--- config.mk ---
export PLATFORM = sky130hd
export DESIGN_NAME = mem_initiator_flat
export DESIGN_NICKNAME = d
export VERILOG_FILES = /design/src/rtl/mem_bus_pkg.sv /design/src/rtl/mem_initiator_if.sv /design/src/rtl/mem_initiator.sv /design/src/flat_wrapper.sv
export SDC_FILE = /design/constraint.sdc
export NUM_CORES = 1
export LEC_CHECK = 0
export BUFFER_PORTS_ARGS = -buffer_cell sky130_fd_sc_hd__buf_2
export CAP_MARGIN = 25
export CORE_UTILIZATION = 49
export CTS_CLUSTER_DIAMETER = 50
export DETAILED_ROUTE_END_ITERATION = 7
export PLACE_DENSITY = 0.86
export RECOVER_POWER = 50
export SETUP_SLACK_MARGIN = 0.02
export SYNTH_ARGS = -nofsm -noshare
export SYNTH_HDL_FRONTEND = slang
export SYNTH_SLANG_ARGS = --single-unit
export TNS_END_PERCENT = 50
--- constraint.sdc ---
create_clock -name clk -period 4.6 [get_ports clk]
set_input_delay 0.46 -clock clk [delete_from_list [all_inputs] [get_ports clk]]
set_output_delay 0.46 -clock clk [all_outputs]
set_load 0.01 [all_outputs]
--- src/rtl/mem_bus_pkg.sv ---
// Shared types and constants for the picorv32-native-bus initiator.
// Provides the FSM state enum, bus geometry and the default timeout length.
package mem_bus_pkg;

    localparam int unsigned WORD_BYTES         = 4;
    localparam int unsigned ADDR_W             = 32;
    localparam int unsigned DATA_W             = 32;
    localparam int unsigned MAX_LEN_DEF        = 16;
    localparam int unsigned TIMEOUT_CYCLES_DEF = 255;

    typedef enum logic [1:0] {
        StIdle,
        StReq,
        StGap,
        StRsp
    } state_e;

    function automatic logic is_aligned(input logic [1:0] lsbs);
        return lsbs == 2'b00;
    endfunction

endpackage

--- src/rtl/mem_initiator_if.sv ---
// Command, response and picorv32 native memory bus signals of mem_initiator.
// The master modport is the initiator side; slave is the agent/responder side.
interface mem_initiator_if #(
    parameter int unsigned MAX_LEN = mem_bus_pkg::MAX_LEN_DEF
) ();
    import mem_bus_pkg::*;

    localparam int unsigned LEN_W = $clog2(MAX_LEN);

    logic              cmd_valid;
    logic              cmd_ready;
    logic              cmd_write;
    logic [ADDR_W-1:0] cmd_addr;
    logic [LEN_W-1:0]  cmd_len;
    logic [DATA_W-1:0] cmd_wdata;
    logic [3:0]        cmd_wstrb;

    logic              rsp_valid;
    logic              rsp_ready;
    logic [DATA_W-1:0] rsp_rdata;
    logic              rsp_err;
    logic              rsp_last;

    logic              mem_valid;
    logic              mem_instr;
    logic              mem_ready;
    logic [ADDR_W-1:0] mem_addr;
    logic [DATA_W-1:0] mem_wdata;
    logic [3:0]        mem_wstrb;
    logic [DATA_W-1:0] mem_rdata;

    modport master (
        input  cmd_valid, cmd_write, cmd_addr, cmd_len, cmd_wdata, cmd_wstrb,
        output cmd_ready,
        output rsp_valid, rsp_rdata, rsp_err, rsp_last,
        input  rsp_ready,
        output mem_valid, mem_instr, mem_addr, mem_wdata, mem_wstrb,
        input  mem_ready, mem_rdata
    );

    modport slave (
        output cmd_valid, cmd_write, cmd_addr, cmd_len, cmd_wdata, cmd_wstrb,
        input  cmd_ready,
        input  rsp_valid, rsp_rdata, rsp_err, rsp_last,
        output rsp_ready,
        input  mem_valid, mem_instr, mem_addr, mem_wdata, mem_wstrb,
        output mem_ready, mem_rdata
    );

endinterface

--- src/rtl/mem_initiator.sv ---
// Turns one command into 1..MAX_LEN incrementing word beats on the picorv32 native bus.
// Define MEM_INITIATOR_TIMEOUT_EN to abort a beat whose mem_ready never arrives.
module mem_initiator
    import mem_bus_pkg::*;
#(
`ifdef MEM_INITIATOR_TIMEOUT_EN
    parameter int unsigned TIMEOUT_CYCLES = TIMEOUT_CYCLES_DEF,
`endif
    parameter int unsigned MAX_LEN = MAX_LEN_DEF
) (
    input  logic            clk,
    input  logic            resetn,
    mem_initiator_if.master bus
);

    localparam int unsigned LEN_W = $clog2(MAX_LEN);

    state_e            state_q, state_d;
    logic              write_q, write_d;
    logic [LEN_W-1:0]  len_q, len_d;
    logic [LEN_W-1:0]  beat_q, beat_d;
    logic [ADDR_W-1:0] addr_q, addr_d;
    logic [DATA_W-1:0] wdata_q, wdata_d;
    logic [3:0]        wstrb_q, wstrb_d;
    logic [DATA_W-1:0] rdata_q, rdata_d;
    logic              err_q, err_d;
    logic              last_q, last_d;

`ifdef MEM_INITIATOR_TIMEOUT_EN
    localparam int unsigned TMO_W = $clog2(TIMEOUT_CYCLES + 1);

    logic [TMO_W-1:0] tmo_q, tmo_d;
    logic             tmo_hit;

    // Counts REQ cycles; restarts from zero on every new beat.
    assign tmo_d   = (state_q == StReq) ? tmo_q + TMO_W'(1) : '0;
    assign tmo_hit = (tmo_q == TMO_W'(TIMEOUT_CYCLES - 1));

    always_ff @(posedge clk or negedge resetn) begin
        if (!resetn) begin
            tmo_q <= '0;
        end else begin
            tmo_q <= tmo_d;
        end
    end
`endif

    always_comb begin
        state_d = state_q;
        write_d = write_q;
        len_d   = len_q;
        beat_d  = beat_q;
        addr_d  = addr_q;
        wdata_d = wdata_q;
        wstrb_d = wstrb_q;
        rdata_d = rdata_q;
        err_d   = err_q;
        last_d  = last_q;

        unique case (state_q)
            StIdle: begin
                if (bus.cmd_valid) begin
                    write_d = bus.cmd_write;
                    len_d   = bus.cmd_len;
                    beat_d  = '0;
                    addr_d  = {bus.cmd_addr[ADDR_W-1:2], 2'b00};
                    wdata_d = bus.cmd_wdata;
                    wstrb_d = bus.cmd_write ? bus.cmd_wstrb : 4'b0000;
                    if (is_aligned(bus.cmd_addr[1:0])) begin
                        state_d = StReq;
                    end else begin
                        rdata_d = '0;
                        err_d   = 1'b1;
                        last_d  = 1'b1;
                        state_d = StRsp;
                    end
                end
            end
            StReq: begin
                // mem_ready wins over a timeout expiring in the same cycle.
                if (bus.mem_ready) begin
                    rdata_d = write_q ? '0 : bus.mem_rdata;
                    err_d   = 1'b0;
                    last_d  = (beat_q == len_q);
                    state_d = StRsp;
                end
`ifdef MEM_INITIATOR_TIMEOUT_EN
                else if (tmo_hit) begin
                    rdata_d = '0;
                    err_d   = 1'b1;
                    last_d  = 1'b1;
                    state_d = StRsp;
                end
`endif
            end
            StGap: begin
                state_d = StReq;
            end
            StRsp: begin
                if (bus.rsp_ready) begin
                    if (last_q || err_q) begin
                        state_d = StIdle;
                    end else begin
                        addr_d  = addr_q + ADDR_W'(WORD_BYTES);
                        beat_d  = beat_q + LEN_W'(1);
                        state_d = StGap;
                    end
                end
            end
            default: state_d = StIdle;
        endcase
    end

    always_ff @(posedge clk or negedge resetn) begin
        if (!resetn) begin
            state_q <= StIdle;
            write_q <= 1'b0;
            len_q   <= '0;
            beat_q  <= '0;
            addr_q  <= '0;
            wdata_q <= '0;
            wstrb_q <= '0;
            rdata_q <= '0;
            err_q   <= 1'b0;
            last_q  <= 1'b0;
        end else begin
            state_q <= state_d;
            write_q <= write_d;
            len_q   <= len_d;
            beat_q  <= beat_d;
            addr_q  <= addr_d;
            wdata_q <= wdata_d;
            wstrb_q <= wstrb_d;
            rdata_q <= rdata_d;
            err_q   <= err_d;
            last_q  <= last_d;
        end
    end

    assign bus.cmd_ready = (state_q == StIdle);
    assign bus.mem_valid = (state_q == StReq);
    assign bus.mem_instr = 1'b0;
    assign bus.mem_addr  = addr_q;
    assign bus.mem_wdata = wdata_q;
    assign bus.mem_wstrb = wstrb_q;
    assign bus.rsp_valid = (state_q == StRsp);
    assign bus.rsp_rdata = rdata_q;
    assign bus.rsp_err   = err_q;
    assign bus.rsp_last  = last_q;

endmodule

--- src/flat_wrapper.sv ---
// flat-port wrapper written by rule: the top's interface ports become plain ports
module mem_initiator_flat import mem_bus_pkg::*;
#(

    parameter int unsigned MAX_LEN = MAX_LEN_DEF
)
  (clk, resetn, bus_cmd_valid, bus_cmd_write, bus_cmd_addr, bus_cmd_len, bus_cmd_wdata, bus_cmd_wstrb, bus_cmd_ready, bus_rsp_valid, bus_rsp_rdata, bus_rsp_err, bus_rsp_last, bus_rsp_ready, bus_mem_valid, bus_mem_instr, bus_mem_addr, bus_mem_wdata, bus_mem_wstrb, bus_mem_ready, bus_mem_rdata);
  mem_initiator_if #(.MAX_LEN(MAX_LEN)) bus_i ();
  input  logic clk;
  input  logic resetn;
  input wire logic [$bits(bus_i.cmd_valid)-1:0] bus_cmd_valid;
  input wire logic [$bits(bus_i.cmd_write)-1:0] bus_cmd_write;
  input wire logic [$bits(bus_i.cmd_addr)-1:0] bus_cmd_addr;
  input wire logic [$bits(bus_i.cmd_len)-1:0] bus_cmd_len;
  input wire logic [$bits(bus_i.cmd_wdata)-1:0] bus_cmd_wdata;
  input wire logic [$bits(bus_i.cmd_wstrb)-1:0] bus_cmd_wstrb;
  output wire logic [$bits(bus_i.cmd_ready)-1:0] bus_cmd_ready;
  output wire logic [$bits(bus_i.rsp_valid)-1:0] bus_rsp_valid;
  output wire logic [$bits(bus_i.rsp_rdata)-1:0] bus_rsp_rdata;
  output wire logic [$bits(bus_i.rsp_err)-1:0] bus_rsp_err;
  output wire logic [$bits(bus_i.rsp_last)-1:0] bus_rsp_last;
  input wire logic [$bits(bus_i.rsp_ready)-1:0] bus_rsp_ready;
  output wire logic [$bits(bus_i.mem_valid)-1:0] bus_mem_valid;
  output wire logic [$bits(bus_i.mem_instr)-1:0] bus_mem_instr;
  output wire logic [$bits(bus_i.mem_addr)-1:0] bus_mem_addr;
  output wire logic [$bits(bus_i.mem_wdata)-1:0] bus_mem_wdata;
  output wire logic [$bits(bus_i.mem_wstrb)-1:0] bus_mem_wstrb;
  input wire logic [$bits(bus_i.mem_ready)-1:0] bus_mem_ready;
  input wire logic [$bits(bus_i.mem_rdata)-1:0] bus_mem_rdata;
  assign bus_i.cmd_valid = bus_cmd_valid;
  assign bus_i.cmd_write = bus_cmd_write;
  assign bus_i.cmd_addr = bus_cmd_addr;
  assign bus_i.cmd_len = bus_cmd_len;
  assign bus_i.cmd_wdata = bus_cmd_wdata;
  assign bus_i.cmd_wstrb = bus_cmd_wstrb;
  assign bus_cmd_ready = bus_i.cmd_ready;
  assign bus_rsp_valid = bus_i.rsp_valid;
  assign bus_rsp_rdata = bus_i.rsp_rdata;
  assign bus_rsp_err = bus_i.rsp_err;
  assign bus_rsp_last = bus_i.rsp_last;
  assign bus_i.rsp_ready = bus_rsp_ready;
  assign bus_mem_valid = bus_i.mem_valid;
  assign bus_mem_instr = bus_i.mem_instr;
  assign bus_mem_addr = bus_i.mem_addr;
  assign bus_mem_wdata = bus_i.mem_wdata;
  assign bus_mem_wstrb = bus_i.mem_wstrb;
  assign bus_i.mem_ready = bus_mem_ready;
  assign bus_i.mem_rdata = bus_mem_rdata;
  mem_initiator #(.MAX_LEN(MAX_LEN)) u_core (.clk(clk), .resetn(resetn), .bus(bus_i));
endmodule
# After elaboration in Yosys (flattened, before gate mapping)
# Cells that the tools add are included.
# W data, S select, Z words.
dict set report word_totals {
  inputBits 110
  word_cells 56
  regBits 113
}
dict set report op_classes {
  addsub 2
  mux 26
  n_eq_ne 9
  reduce_logical 9
}
# op n
set ops {}
lappend ops {{$mux W32} 7}
lappend ops {{$pmux W32 S2} 2}
lappend ops {{$add A32 B3 Y32 const B} 1}
lappend ops {{$mux W4} 4}
lappend ops {{$mux W2} 5}
lappend ops {{$pmux W2 S4} 1}
lappend ops {{$pmux W4 S2} 1}
lappend ops {{$reduce_and A4 Y1} 2}
lappend ops {{$ne A2 B2 Y1 const B} 3}
lappend ops {{$add A4 B1 Y4 const B} 1}
lappend ops {{$eq A2 B2 Y1 const B} 2}
lappend ops {{$eq A4 B4 Y1} 1}
lappend ops {{$logic_not A2 Y1} 2}
lappend ops {{$mux W1} 4}
lappend ops {{$ne A2 B1 Y1 const B} 2}
lappend ops {{$pmux W1 S2} 2}
lappend ops {{$reduce_bool A2 Y1} 2}
lappend ops {{$reduce_and A3 Y1} 1}
lappend ops {{$eq A2 B1 Y1 const B} 1}
lappend ops {{$reduce_and A2 Y1} 1}
lappend ops {{$logic_or A1 B1 Y1} 1}

# Longest topological paths before layout
dict set report depth {
  ltp_word 4
  ltp_mapped 7
  depth_no_buf 6
}

# Worst setup path after synthesis
# Ideal clock, no wire load.
dict set report synth_path {
  kind {flip-flop to flip-flop}
  startpoint {register u_core.addr_q[2], in the netlist u_core.bus.mem_addr[2]}
  endpoint {register u_core.addr_q[30], in the netlist u_core.bus.mem_addr[30]}
  slack_ns 2.698
  t_arrival_ns 1.833
  stages_incl_launch_ff 7
  t_required_ns 4.531
  path_buffers 0
  path_cell_list {dfrtp_1 ha_1 nand3_2 nor4_4 nand3_2 or4_1 nand3_1}
}
dict set report synth_between {
  elab_chain_len 4
}
# item line
set synth_lines {}
lappend synth_lines {{start: declaration} mem_initiator.sv:22} ;# logic [ADDR_W-1:0] addr_q, addr_d;
lappend synth_lines {{start signal: assignment} mem_initiator.sv:131} ;# addr_q <= addr_d;
lappend synth_lines {{$add A32 B3 Y32} mem_initiator.sv:104} ;# addr_d = addr_q + ADDR_W'(WORD_BYTES);
lappend synth_lines {{$mux W32} mem_initiator.sv:101} ;# if (last_q || err_q) begin
lappend synth_lines {{$mux W32} mem_initiator.sv:100} ;# if (bus.rsp_ready) begin
lappend synth_lines {{$pmux W32 S2} mem_initiator.sv:60} ;# unique case (state_q)
# Every way passes these cells. The select of a mux whose other input is x is not followed.
# A chain may end at the register's enable or synchronous reset.

# Final worst setup path
dict set report layout_path {
  startpoint {register u_core.state_q[0]}
  endpoint {register u_core.addr_q[17], in the netlist u_core.bus.mem_addr[17]}
}
dict set report layout_between {
  elab_chain_len 3
}
# item line
set layout_lines {}
lappend layout_lines {{start: declaration} mem_initiator.sv:18} ;# state_e state_q, state_d;
lappend layout_lines {{start signal: assignment} mem_initiator.sv:116} ;# state_q <= StIdle;
lappend layout_lines {{start signal: assignment} mem_initiator.sv:127} ;# state_q <= state_d;
lappend layout_lines {{$eq A2 B2 Y1 / $logic_not A2 Y1 (equally long branches)} mem_initiator.sv:60}
lappend layout_lines {{$ne A2 B2 Y1 (no source line) (tied with other cells)} -}
lappend layout_lines {{$reduce_and A4 Y1 (no source line)} -}
# Parallel ways exist; a longest one is shown, timed or not.

==> impl_metrics.yaml <==
status:
  outcome: "complete, but fails checks"
  violations: "max-capacitance violations, max-slew violations"
finish:
  n_antenna_cell: 0
  fin_util: 0.640
  drive_gt1_frac: 0.209
  nNetsFinal: 892
  area_growth_pct: 24.3
  instances_no_fill: 918
pwr:
  ir_drop_mv: 0.278
  p_leak_uw: 0.00308
  p_per_area_nw_per_um2: 607
grt:
  grt_pass1_wl_mm: 22.3
  grtUsageTotal: 0.252
  grt_pass1_vias: 4684
  grt_max_degree: 77
  antenna_found_initial: 0
  grt.overflow.total: 0
critical_path:
  critPathSlowestCell: "inv_2"
  crit_required_ns: 4.87
  worstPathArrival_ns: 3.45
  crit_chain: "nand2_1 -> inv_2 -> nand2_1 -> nand2_1 -> o21ai_0 -> a221oi_1"
  cpMostUsedCell: "nand2_1"
  startpoint_type: "register"
  path_class: "register to register"
  slowest_delay_ns: 0.68
  worstSetupEndpointType: "register"
  crit_fanout: 34
sta:
  clock_skew_ns: 0.0144
  rsz0062_at_grt: "false"
  finalCritPeriodShare: 0.693
  finalSetupViolations: 0
  hold_viol: 0
  timing.slew.headroom: -0.244
  fmax_ghz: 0.314
  fin_tns_setup_ns: 0
  slew_viol_final: 76
  worstMarginPinSlew_ns: 1.87
  fin_crit_ns: 3.19
synth:
  synth.area.mux_share: 0.0156
  ys_seq_elements: 111
  yosysTopAreaCellShare: 0.541
  synth-edff-count: 0
  synthDistinctLibCells: 52
  seq_area_frac_synth: 0.541
  synth_top_family_by_area: "simple AND/OR/NAND/NOR gates"
  synth_compound_area_frac: 0.124
  avgSynthCellArea_um2: 8.77
  synth-xor-area-share: 0.0102
  synth.most_common_cell: "nand2_1"
  synth_common_cells: "213 x nand2_1, 111 x dfrtp_1, 52 x o21ai_0"
  yosys.area.top_type: "dfrtp_1"
  yosys_warnings: 0
  synth_fa_ha_area_frac: 0.00488
  synth_area_um2: 5130
  yosys-top-cells-area: "dfrtp_1 54%, nand2_1 16%, o21ai_0 5.1%, nor2_1 2.0%, clkbuf_1 2.0%"
  ys_async_sr_fraction: 1.00
  yosys.area_share.simple: 0.270
  synth_ff_type: "dfrtp_1"
  synth_cells: 585
clocking:
  clkSinkCount: 111
  path_clk_slew_ns: 0.10
  cts-buffers-inserted: 9
  clk_path_buf_depth: 2
  cts_tree: "done"
  insertion_delay_ns: 0.38
  ctsRootBufferMaster: "clkbuf_8"
  h-tree-depth: 3
  cts_setup_buffers: 0
die:
  io_pins: 216
  die_area_um2: 10900
  dieWidth_um: 104
  core_um2: 9950
  rows: 36
  dieHeight_um: 104
  initial_core_util: 0.515
flow_run:
  timing.max_cap.violations: 1
drt:
  wl_per_cell_um: 14.9
  drtIter0Drc: 336
  drc: 0
  ant_nets: 0
  drt_wl_total_mm: 13.7
  vias_per_cell: 5.39
  vias: 4945
  firstDrtPassIters: 4
placed_design:
  io_buffer_count: 212
  dp_cells: 899
  gp_congestion: 0.843
  dp_hpwl_mm: 9.78
hold_path:
  hold_class: "input pin to register"
[critical path: cells and delay by family, from the launching register on]
| family | cells | cell delay, ns |
|---|---|---|
| AO/OA/AOI/OAI | 2 | 0.53 |
| buffers and inverters | 1 | 0.68 |
| flip-flops | 1 | 0.43 |
| AND/OR/NAND/NOR | 3 | 1.44 |
[registers in the layout (all words and copies together) (netlist names)]
| name | flops |
|---|---|
| u_core.bus.mem_wdata | 32 |
| u_core.bus.rsp_rdata | 32 |
| u_core.bus.mem_addr | 30 |
| u_core.beat_q | 4 |
| u_core.bus.mem_wstrb | 4 |
| u_core.len_q | 4 |
| u_core.state_q | 2 |
| u_core.bus.rsp_err | 1 |
| u_core.bus.rsp_last | 1 |
| u_core.write_q | 1 |
[layout make-up]
cell class	count	area, um2
fillers	890	3580
flip-flops and latches	111	2780
multi-input cells	435	2200
repair buffers	218	1020
well taps	133	166
clock buffers	11	141
clock inverters	5	56.3
inverters	5	18.8
[repair_timing]
action / CTS / global route
endpoints found under the hold margin: 0 / 1
hold buffers: 0 / 1
resized for setup: 0 / 0
[cells by family after synthesis]
family	count (synthesis)
simple gates	309
flops	111
compound gates	107
buf+inv	41
mux	8
xor+xnor	6
fa+ha+maj	2
other cells	1
[final timing paths]
kind                                              start                  endpoint  slack [ns]  cells after the start
worst max-delay path                  u_core.state_q[0]   u_core.bus.mem_addr[17]        1.41                      6
worst min-delay path                   bus_cmd_wdata[0]   u_core.bus.mem_wdata[0]        0.27                      3
worst max register to register        u_core.state_q[0]   u_core.bus.mem_addr[17]        1.41                      6
worst min register to register  u_core.bus.mem_wdata[0]   u_core.bus.mem_wdata[0]        0.48                      2
max in group asynchronous                        resetn  u_core.bus.rsp_rdata[12]        1.97                      4
min in group asynchronous                        resetn   u_core.bus.mem_wstrb[2]        0.39                      2
[cell usage in the layout (no fill, tap or decap), types with 3 or more instances in the layout]
cell / synthesis / final
nand2_1: 213 / 212
buf_2: 1 / 124
dfrtp_1: 111 / 111
clkbuf_1: 27 / 89
o21ai_0: 52 / 52
nor2_1: 28 / 28
a21oi_1: 19 / 19
nand3_1: 18 / 18
nand4_1: 12 / 12
clkbuf_8: 0 / 10
mux2i_1: 8 / 8
a22oi_1: 7 / 7
and3_1: 6 / 6
o22ai_1: 6 / 6
o211ai_1: 5 / 5
nor3_1: 5 / 5
or3_1: 4 / 4
inv_1: 4 / 4
xnor2_1: 4 / 4
nand3_2: 3 / 3
or4_1: 3 / 3
a211oi_1: 3 / 3
conb_1: 1 / 3
[per-stage QoR]
step	hold slack, ns	cell area, um2	total power, uW	worst slack [ns]
6_report	0.270	6370	3870	1.41
3_5_place_dp	0.457	6250	3340	1.51
2_1_floorplan	0.164	5140	2680	2.70
5_1_grt	0.271	6370	4140	1.22
3_3_place_gp	0.446	6230	3220	1.67
4_1_cts	0.255	6450	3940	1.49
[layer usage]
layer,GRT usage,wire [um],vias to the layer above
li1,-,-,2355
met1,0.324,5580,2336
met2,0.425,6890,232
met3,0.0414,989,22
met4,0.0980,249,0
met5,0,0,-
[power by group]
group	internal [uW]	total [uW]	switching [uW]
Clock	268	596	329
Combinational	570	1580	1010
Sequential	1350	1690	344
Power figures use the tool's default switching activity.
